`config.mk`:
```
export PLATFORM = sky130hd
export DESIGN_NAME = program_loader
export DESIGN_NICKNAME = d
export VERILOG_FILES = /design/src/rtl/program_loader.sv
export SDC_FILE = /design/constraint.sdc
export NUM_CORES = 1
export LEC_CHECK = 0
export CAP_MARGIN = 20
export CORE_MARGIN = 5
export CORE_UTILIZATION = 45
export CTS_BUF_LIST = sky130_fd_sc_hd__clkbuf_8 sky130_fd_sc_hd__clkbuf_16
export DETAILED_ROUTE_END_ITERATION = 8
export GPL_ROUTABILITY_DRIVEN = 0
export PLACE_DENSITY_LB_ADDON = 0.2
export SYNTH_ARGS = -nofsm -noshare
export SYNTH_HDL_FRONTEND = slang
export SYNTH_SLANG_ARGS = --single-unit
```
`constraint.sdc`:
```
create_clock -name clk -period 16.8 [get_ports clk]
set_input_delay 5.04 -clock clk [delete_from_list [all_inputs] [get_ports clk]]
set_output_delay 5.04 -clock clk [all_outputs]
set_load 0.01 [all_outputs]
```
`src/rtl/program_loader.sv`:
```
// program_loader
//
// Fills instruction memory from a byte stream before the core is released.
// The stream is a 32-bit little-endian word count followed by that many
// little-endian instruction words. Each assembled word is written with a
// single-cycle mem_we pulse; the core is held stalled while loading and stays
// stalled if the count does not fit in memory.
//
// Ports:
//   clk        rising-edge clock
//   reset      asynchronous, active-high reset
//   start      request to begin a load (honoured only when not loading)
//   rx_data    incoming byte
//   rx_valid   rx_data is valid
//   rx_ready   loader accepts a byte this cycle
//   mem_we     instruction memory word write enable (one cycle per word)
//   mem_addr   word index of the write (not a byte address)
//   mem_wdata  assembled instruction word
//   cpu_hold   stall/reset request to the core
//   busy       load in progress
//   done       last load completed successfully
//   error      last load rejected because the word count exceeded capacity

module program_loader #(
    parameter int MEMORY_SIZE = 1024
) (
    input  logic        clk,
    input  logic        reset,
    input  logic        start,
    input  logic [7:0]  rx_data,
    input  logic        rx_valid,
    output logic        rx_ready,
    output logic        mem_we,
    output logic [31:0] mem_addr,
    output logic [31:0] mem_wdata,
    output logic        cpu_hold,
    output logic        busy,
    output logic        done,
    output logic        error
);

    localparam logic [31:0] CAP_WORDS = 32'(MEMORY_SIZE / 4);

    typedef enum logic [2:0] {
        IDLE,
        LEN,
        DATA,
        WRITE,
        DONE,
        ERROR
    } state_t;

    state_t      state;
    state_t      state_nxt;

    logic [1:0]  byte_cnt;
    logic [31:0] word_idx;
    logic [31:0] length;
    logic [31:0] word_buf;

    logic        take;
    logic        last_byte;
    logic        last_word;
    logic        start_ok;
    logic [31:0] len_next;
    logic [31:0] word_next;

    // All handshake-facing outputs come straight from the registered state,
    // so they never depend combinationally on rx_valid or start.
    assign rx_ready = (state == LEN) || (state == DATA);
    assign mem_we   = (state == WRITE);
    assign busy     = (state == LEN) || (state == DATA) || (state == WRITE);
    assign cpu_hold = busy || (state == ERROR);
    assign done     = (state == DONE);
    assign error    = (state == ERROR);

    assign take      = rx_valid && rx_ready;
    assign last_byte = (byte_cnt == 2'd3);
    assign start_ok  = start && ((state == IDLE) || (state == DONE) || (state == ERROR));

    // Bytes arrive LSB first: shifting in from the top leaves byte 0 in 7:0
    // once all four have been taken.
    assign len_next  = {rx_data, length[31:8]};
    assign word_next = {rx_data, word_buf[31:8]};

    // word_idx never exceeds length-1, and length is capped well below 2^32,
    // so the increment cannot wrap.
    assign last_word = ((word_idx + 32'd1) == length);

    always_ff @(posedge clk or posedge reset) begin
        if (reset) begin
            state <= IDLE;
        end else begin
            state <= state_nxt;
        end
    end

    always_comb begin
        state_nxt = state;
        case (state)
            IDLE, DONE, ERROR: begin
                if (start) begin
                    state_nxt = LEN;
                end
            end
            LEN: begin
                if (take && last_byte) begin
                    if (len_next == 32'd0) begin
                        state_nxt = DONE;
                    end else if (len_next > CAP_WORDS) begin
                        state_nxt = ERROR;
                    end else begin
                        state_nxt = DATA;
                    end
                end
            end
            DATA: begin
                if (take && last_byte) begin
                    state_nxt = WRITE;
                end
            end
            WRITE: begin
                state_nxt = last_word ? DONE : DATA;
            end
            default: begin
                state_nxt = IDLE;
            end
        endcase
    end

    always_ff @(posedge clk or posedge reset) begin
        if (reset) begin
            byte_cnt  <= 2'd0;
            word_idx  <= 32'd0;
            length    <= 32'd0;
            word_buf  <= 32'd0;
            mem_addr  <= 32'd0;
            mem_wdata <= 32'd0;
        end else if (start_ok) begin
            byte_cnt <= 2'd0;
            word_idx <= 32'd0;
            length   <= 32'd0;
        end else begin
            case (state)
                LEN: begin
                    if (take) begin
                        length   <= len_next;
                        byte_cnt <= byte_cnt + 2'd1;
                    end
                end
                DATA: begin
                    if (take) begin
                        word_buf <= word_next;
                        byte_cnt <= byte_cnt + 2'd1;
                        // Capture the write port on the final byte so it is
                        // stable for the WRITE cycle and held afterwards.
                        if (last_byte) begin
                            mem_addr  <= word_idx;
                            mem_wdata <= word_next;
                        end
                    end
                end
                WRITE: begin
                    if (!last_word) begin
                        word_idx <= word_idx + 32'd1;
                    end
                end
                default: begin
                end
            endcase
        end
    end

endmodule

```
==> run_results.csv <==
group,metric,value,unit
synth,synth_seq_cells,157,
cts,hold_buffers,0,
placed_design,io_buffers,81,
outcome,status,"completed",
synth,synth_area,7754,um^2
timing,fmax,137.7,MHz
cts,cts_tree,"built",
worst_setup_path,critPathMaxFanout,7,
layout,seqCellArea,3929,um^2
synth,yosysWarnings,0,
cts,cts_root_buf,"clkbuf_16",
floorplanning,start_util,0.4530,
cts,clk_pin_slew,70,ps
drt,first_pass_iters,5,
synth,synth_largest_area_cell,"dfrtp_1",
synth,synth_edf_count,0,
synth,syn-num-nets,744,
drt,dr.first_iter.drc_count,432,
power,pwr-share-seq,0.422,
floorplanning,die_w,141.3,um
synth,postSynthCellCount,730,
cts,cts-buffers-inserted,17,
global_route,grt_pass1_wl,29760,um
timing,finalMaxSlewViolations,0,
timing,finalCriticalPeriod,7261,ps
flow_run,drv_cap,0,
min_path,min_path_type,"reg -> reg",
synth,synth_top_area_frac,0.5067,
drt,wl_per_cell,17.62,um
cts,clkLatencyLatePin,430,ps
worst_setup_path,path_class,"reg -> out",
power,intPower,0.7535,mW
timing,tns,0,ps
cts,htreeDepth,4,
floorplanning,core_region_area,17120,um^2
synth,synth_most_common_cell,"dfrtp_1",
drt,ant_nets,0,
global_route,grt_use_total,0.1841,
layout,drive_above_1_share,0.1774,
synth,synthTopCellsByArea,"dfrtp_1 (51%), mux2_2 (12%), nand2_1 (5.3%)",
worst_setup_path,endpoint_kind,"primary output",
floorplanning,rows,48,
layout,fillers,1465,
placed_design,hpwl,12170,um
layout,layout.nets,790,
power,clockPowerShare,0.356,
power,peakVddDrop,0.00008873,V
global_route,grt_overflow,0,
drt,finalWirelength,17870,um
synth,synthFlopType,"dfrtp_1",
power,power_leakage,4.026,nW
layout,final_core_util,0.5428,
synth,ys_seq_area_frac,0.5067,
placed_design,post-place-ws,9462,ps
power,pwr-share-comb,0.222,
synth,async_flop_share,1.000,
floorplanning,io_pins,82,
cts,cts_num_sinks,157,
timing,skew,7.830,ps
cts,clock_path_buffers,2,
timing,fin_ws,9539,ps
timing,hold_viol,0,
global_route,antenna_found_initial,0,
timing,setup_violations,0,
floorplanning,die_height,141.3,um
synth,synth.distinct_cells,58,
cts,post_cts_buffers,0,
worst_setup_path,critPathRequiredTime,11760,ps
worst_setup_path,startpoint_type,"flop",
power,p_sw,0.3576,mW
worst_setup_path,worstPathArrival,2220,ps
drt,vias,5717,
timing,rsz0062_at_grt,"false",
layout,diodes,0,
drt,drc_errors,0,
synth,netlist_top_cells_count,"dfrtp_1 (157), nand2_1 (110), mux2_2 (85), a21oi_1 (38), xnor2_1 (33)",
layout,multi_input_area,3525,um^2
timing,holdWs,480.5,ps
floorplanning,dieArea,19960,um^2
global_route,grt_max_degree,102,
cts,ctsResizeCount,0,
power,swShare,0.3218,
timing,tightest_slew,891.6,ps
timing,fin_crit_sh,0.4322,
synth,avgSynthCellArea,10.62,um^2
timing,relSlewSlack,0.4056,
power,power_density,119.6,nW/um^2
layout,syn2layout_area_growth,19.83,%
global_route,grt_pass1_vias,5806,
drt,routed_via_density,5.638,
[final timing paths]
path	endpoint	start	slack (ps)	depth (start not counted)
setup / recovery	mem_we	state[0]	9540	4
hold / removal	mem_addr[11]	mem_addr[11]	480	2
setup reg to reg	word_idx[27]	word_idx[0]	12230	11
hold reg to reg	mem_addr[11]	mem_addr[11]	480	2
max in group asynchronous	length[22]	reset	10330	3
min in group asynchronous	byte_cnt[1]	reset	5190	2
[layout by cell type, fill, tap and decap left out, drive strengths merged, types with 4 or more instances in the layout]
cell type and n:
nand4 20, a211o 5, buf 8, nand2 110, clkbuf 17, o31ai 13, inv 20, mux2i 14
xnor2 33, nor3 19, nor4 21, o21ai 13, mux2 85, o2bb2ai 4, nor3b 4, xor2 14
nor2 22, a21oi 38, and4 6, o211ai 14, nand3 19, or3 5, nand2b 4, clkdlybuf4s50 81
dfrtp 157
[power by group through the flow]
stage | Combinational [mW] | Clock (mW) | Sequential, mW
finish | 0.246 | 0.396 | 0.469
global route | 0.273 | 0.419 | 0.475
CTS | 0.242 | 0.405 | 0.469
detailed placement | 0.239 | 0 | 0.476
global placement | 0.227 | 0 | 0.474
floorplan | 0.187 | 0 | 0.453
[through the flow]
step                      cells  cell area, um^2  power (mW)
after CTS                  1013             9264       1.115
after global routing       1014             9291       1.166
after detailed placement    981             8661      0.7149
final                      1014             9291       1.111
after floorplan             730             7754      0.6398
after global placement      980             8633      0.7011
[sequential cells by signal, summed over array words and instances, names as in the netlist]
name and count:
mem_addr 32, word_idx 32, word_buf 24, mem_wdata 32, byte_cnt 2, length 32
state 3
[routing by layer]
metal	part of all wire	track usage	up-vias
li1	-	-	2691
met1	0.44	0.2460	2827
met2	0.49	0.2930	168
met3	0.054	0.04146	31
met4	0.020	0.07241	0
met5	0	0	-
[layout make-up]
cell class / count / share of cell area
sequential: 157 / 0.4228
multi-input combinational: 501 / 0.3793
timing repair buffer: 89 / 0.09803
clock buffer: 17 / 0.04579
tap: 225 / 0.03030
clock inverter: 15 / 0.01912
inverter: 10 / 0.004579
[worst max-delay path, cell delays in order (launching register included)]
cell and delay [ps]:
dfrtp_1 500, inv_1 140, nor2_1 300, and2_1 270, clkdlybuf4s50_1 570
[logic make-up after synthesis]
family,count (synthesis),share of synthesized area
AOI/OAI and AO/OA,109,0.09408
buffers and inverters,72,0.04051
adders and majority gates,2,0.003227
and+or+nand+nor,243,0.1580
muxes,99,0.1415
xor gates and xnor gates,48,0.05600
DFF,157,0.5067
Power figures use the tool's default switching activity.
==> variant (same settings) <==
The 6 states of `state_t` get a one-hot encoding in 6 bits.
--- a/src/rtl/program_loader.sv
+++ b/src/rtl/program_loader.sv
@@ -43,9 +43,9 @@
 
-    typedef enum logic [2:0] {
-        IDLE,
-        LEN,
-        DATA,
-        WRITE,
-        DONE,
-        ERROR
+    typedef enum logic [5:0] {
+        IDLE  = 6'b000001,
+        LEN   = 6'b000010,
+        DATA  = 6'b000100,
+        WRITE = 6'b001000,
+        DONE  = 6'b010000,
+        ERROR = 6'b100000
     } state_t;
Formal check against the unedited RTL: same outputs for any inputs over 4 cycles, from zero or initial values and one cycle with reset high; so few cycles prove little.
==> variant against the original RTL <==
Core utilization is 0.61 points lower. Sequential cell count is 3 higher. Area after synthesis is 4.5% higher. Routed wire length is 11% higher. Setup slack worse by 1300 ps. Via count is 8.3% higher. Design area is 3.1% higher. Power is 11% lower.
==> variant: results (changes against the original RTL) <==
stage,metric,value,unit,change
grt,grt_max_degree,84,,was 102
sta,worstMarginPinSlew,1050,ps,was 892 ps
routing,top_layer_used,met4,,unchanged
grt,grt_pass1_wl,32700,um,was 29800 um
layout,fin_nets,836,,was 790
yosys,synthArstFlopShare,100,%,unchanged
routing,viasPerCell,5.82,,was 5.64
yosys,synthFlopType,dfrtp_1,,unchanged
worst_setup_path,path_max_fanout,24,,was 7
yosys,synth_area_leaders,"dfrtp_1 49%, mux2_2 12%, nand2_1 5.2%",,"was dfrtp_1 51%, mux2_2 12%, nand2_1 5.3%"
grt,antenna_found_initial,0,,unchanged
hold_path,hp-class,reg -> reg,,unchanged
grt,first_global_vias,6209,,was 5806
run_status,status,"complete, no violations",,unchanged
clocking,cts_resized,0,,unchanged
layout,final_layout_size_suffix_gt1_share,16.6,%,was 17.7%
layout,num_antenna_cells,0,,unchanged
routing,drtIter0Drc,671,,was 432
yosys,syn-num-nets,794,,was 744
routing,wirelength,19800,um,was 17900 um
clocking,htreeDepth,4,,unchanged
clocking,root_buffer,clkbuf_16,,unchanged
yosys,yosysUniqueCellTypes,58,,unchanged
clocking,clockBufferDepth,2,,unchanged
clocking,clock_latency,430,ps,about the same
routing,routed-wl-met3,1080,um,was 957 um
yosys,ys_warn_count,0,,unchanged
routing,first_pass_iters,5,,unchanged
routing,met1_length,8790,um,was 7840 um
placement,portBuffers,81,,unchanged
routing,wl_met2,9440,um,was 8710 um
sta,skew,11.8,ps,was 7.83 ps
pwr,p_switching,0.310,mW,was 0.358 mW
pwr,ir_worst_vdd,0.0776,mV,was 0.0887 mV
placement,dpl.hpwl,13600,um,was 12200 um
clocking,clk_pin_slew,60,ps,
layout,fillCellCount,1543,,was 1465
clocking,numCtsBuffers,17,,unchanged
clocking,post-cts-setup-buffers,0,,unchanged
yosys,synth-seq-area-share,49.4,%,was 50.7%
yosys,yosys-top-cells-count,"159 x dfrtp_1, 112 x nand2_1, 85 x mux2_2",,"was 157 x dfrtp_1, 110 x nand2_1, 85 x mux2_2"
grt,grt_usage,19.9,%,was 18.4%
pwr,p_leak,4.25,nW,was 4.03 nW
[variant: cell types whose count changed in the layout (fill, tap and decap cells not counted), sizes merged, moves of 7 or more]
cell / delta
o31ai: -9
nand3: +14
o211ai: -10
mux2i: -7
or4: +8
nor2: +18
a221o: +21
[variant: per-stage QoR]
step	hold slack [ps]	cells	utilization (%)	area, um2	setup WS, ps
global route	503	1064	53.7	9580	8100
detailed placement	474	1030	50.1	8940	8720
global placement	473	1030	50.1	8940	8850
finish	484	1064	53.7	9580	8250
floorplan	464	780	-	8100	7440
CTS	489	1062	53.4	9530	8270
[variant: metal layers]
metal  GRT usage [%]  vias to the layer above
li1                -                     2885
met1            27.4                     3054
met2            31.4                      214
met3            3.77                       36
met4            7.85                        0
met5               0                        -
[variant: path summary, 6_finish.rpt]
check | startpoint | endpoint | slack [ps] | depth (start not counted)
max reg2reg | word_idx[0]$_DFFE_PP0P_ | word_idx[31]$_DFFE_PP0P_ | 12010 | 9
max | state[5]$_DFFE_PP0P_ | cpu_hold | 8250 | 5
min in group asynchronous | reset | mem_addr[27]$_DFFE_PP0P_ | 5120 | 2
min reg2reg | mem_addr[14]$_DFFE_PP0P_ | mem_addr[14]$_DFFE_PP0P_ | 480 | 2
max in group asynchronous | reset | mem_wdata[0]$_DFFE_PP0P_ | 10230 | 3
min | mem_addr[14]$_DFFE_PP0P_ | mem_addr[14]$_DFFE_PP0P_ | 480 | 2
[variant: power groups by stage]
stage / combinational (mW) / sequential, mW / clock (mW)
global placement: 0.157 / 0.437 / 0
finish: 0.166 / 0.432 / 0.388
CTS: 0.164 / 0.432 / 0.398
global route: 0.185 / 0.435 / 0.416
floorplan: 0.128 / 0.427 / 0
detailed placement: 0.164 / 0.439 / 0
[variant: area by class of cell]
cell class,instances,area [um2],share of cell area (%)
flip-flops and latches,160,4010,41.8
multi-input cells,546,3770,39.4
repair buffers,86,876,9.15
clock buffers,17,425,4.44
well taps,229,287,2.99
clock inverters,15,168,1.75
inverters,11,46.3,0.483
[variant: cells by family after synthesis]
logic type | Yosys count | share of synthesized area (%)
and+or+nand+nor | 295 | 18.7
DFF | 160 | 49.4
AOI/OAI and AO/OA | 107 | 9.27
muxes | 92 | 12.7
buffers and inverters | 74 | 4.23
xor gates and xnor gates | 50 | 5.40
adders and majority gates | 2 | 0.309
[variant: worst max-delay path, stage by stage (launching register included)]
cell	delay [ps]
dfrtp_1	460
nor2_1	180
nand4b_1	630
inv_1	1060
or3_1	220
clkdlybuf4s50_1	530
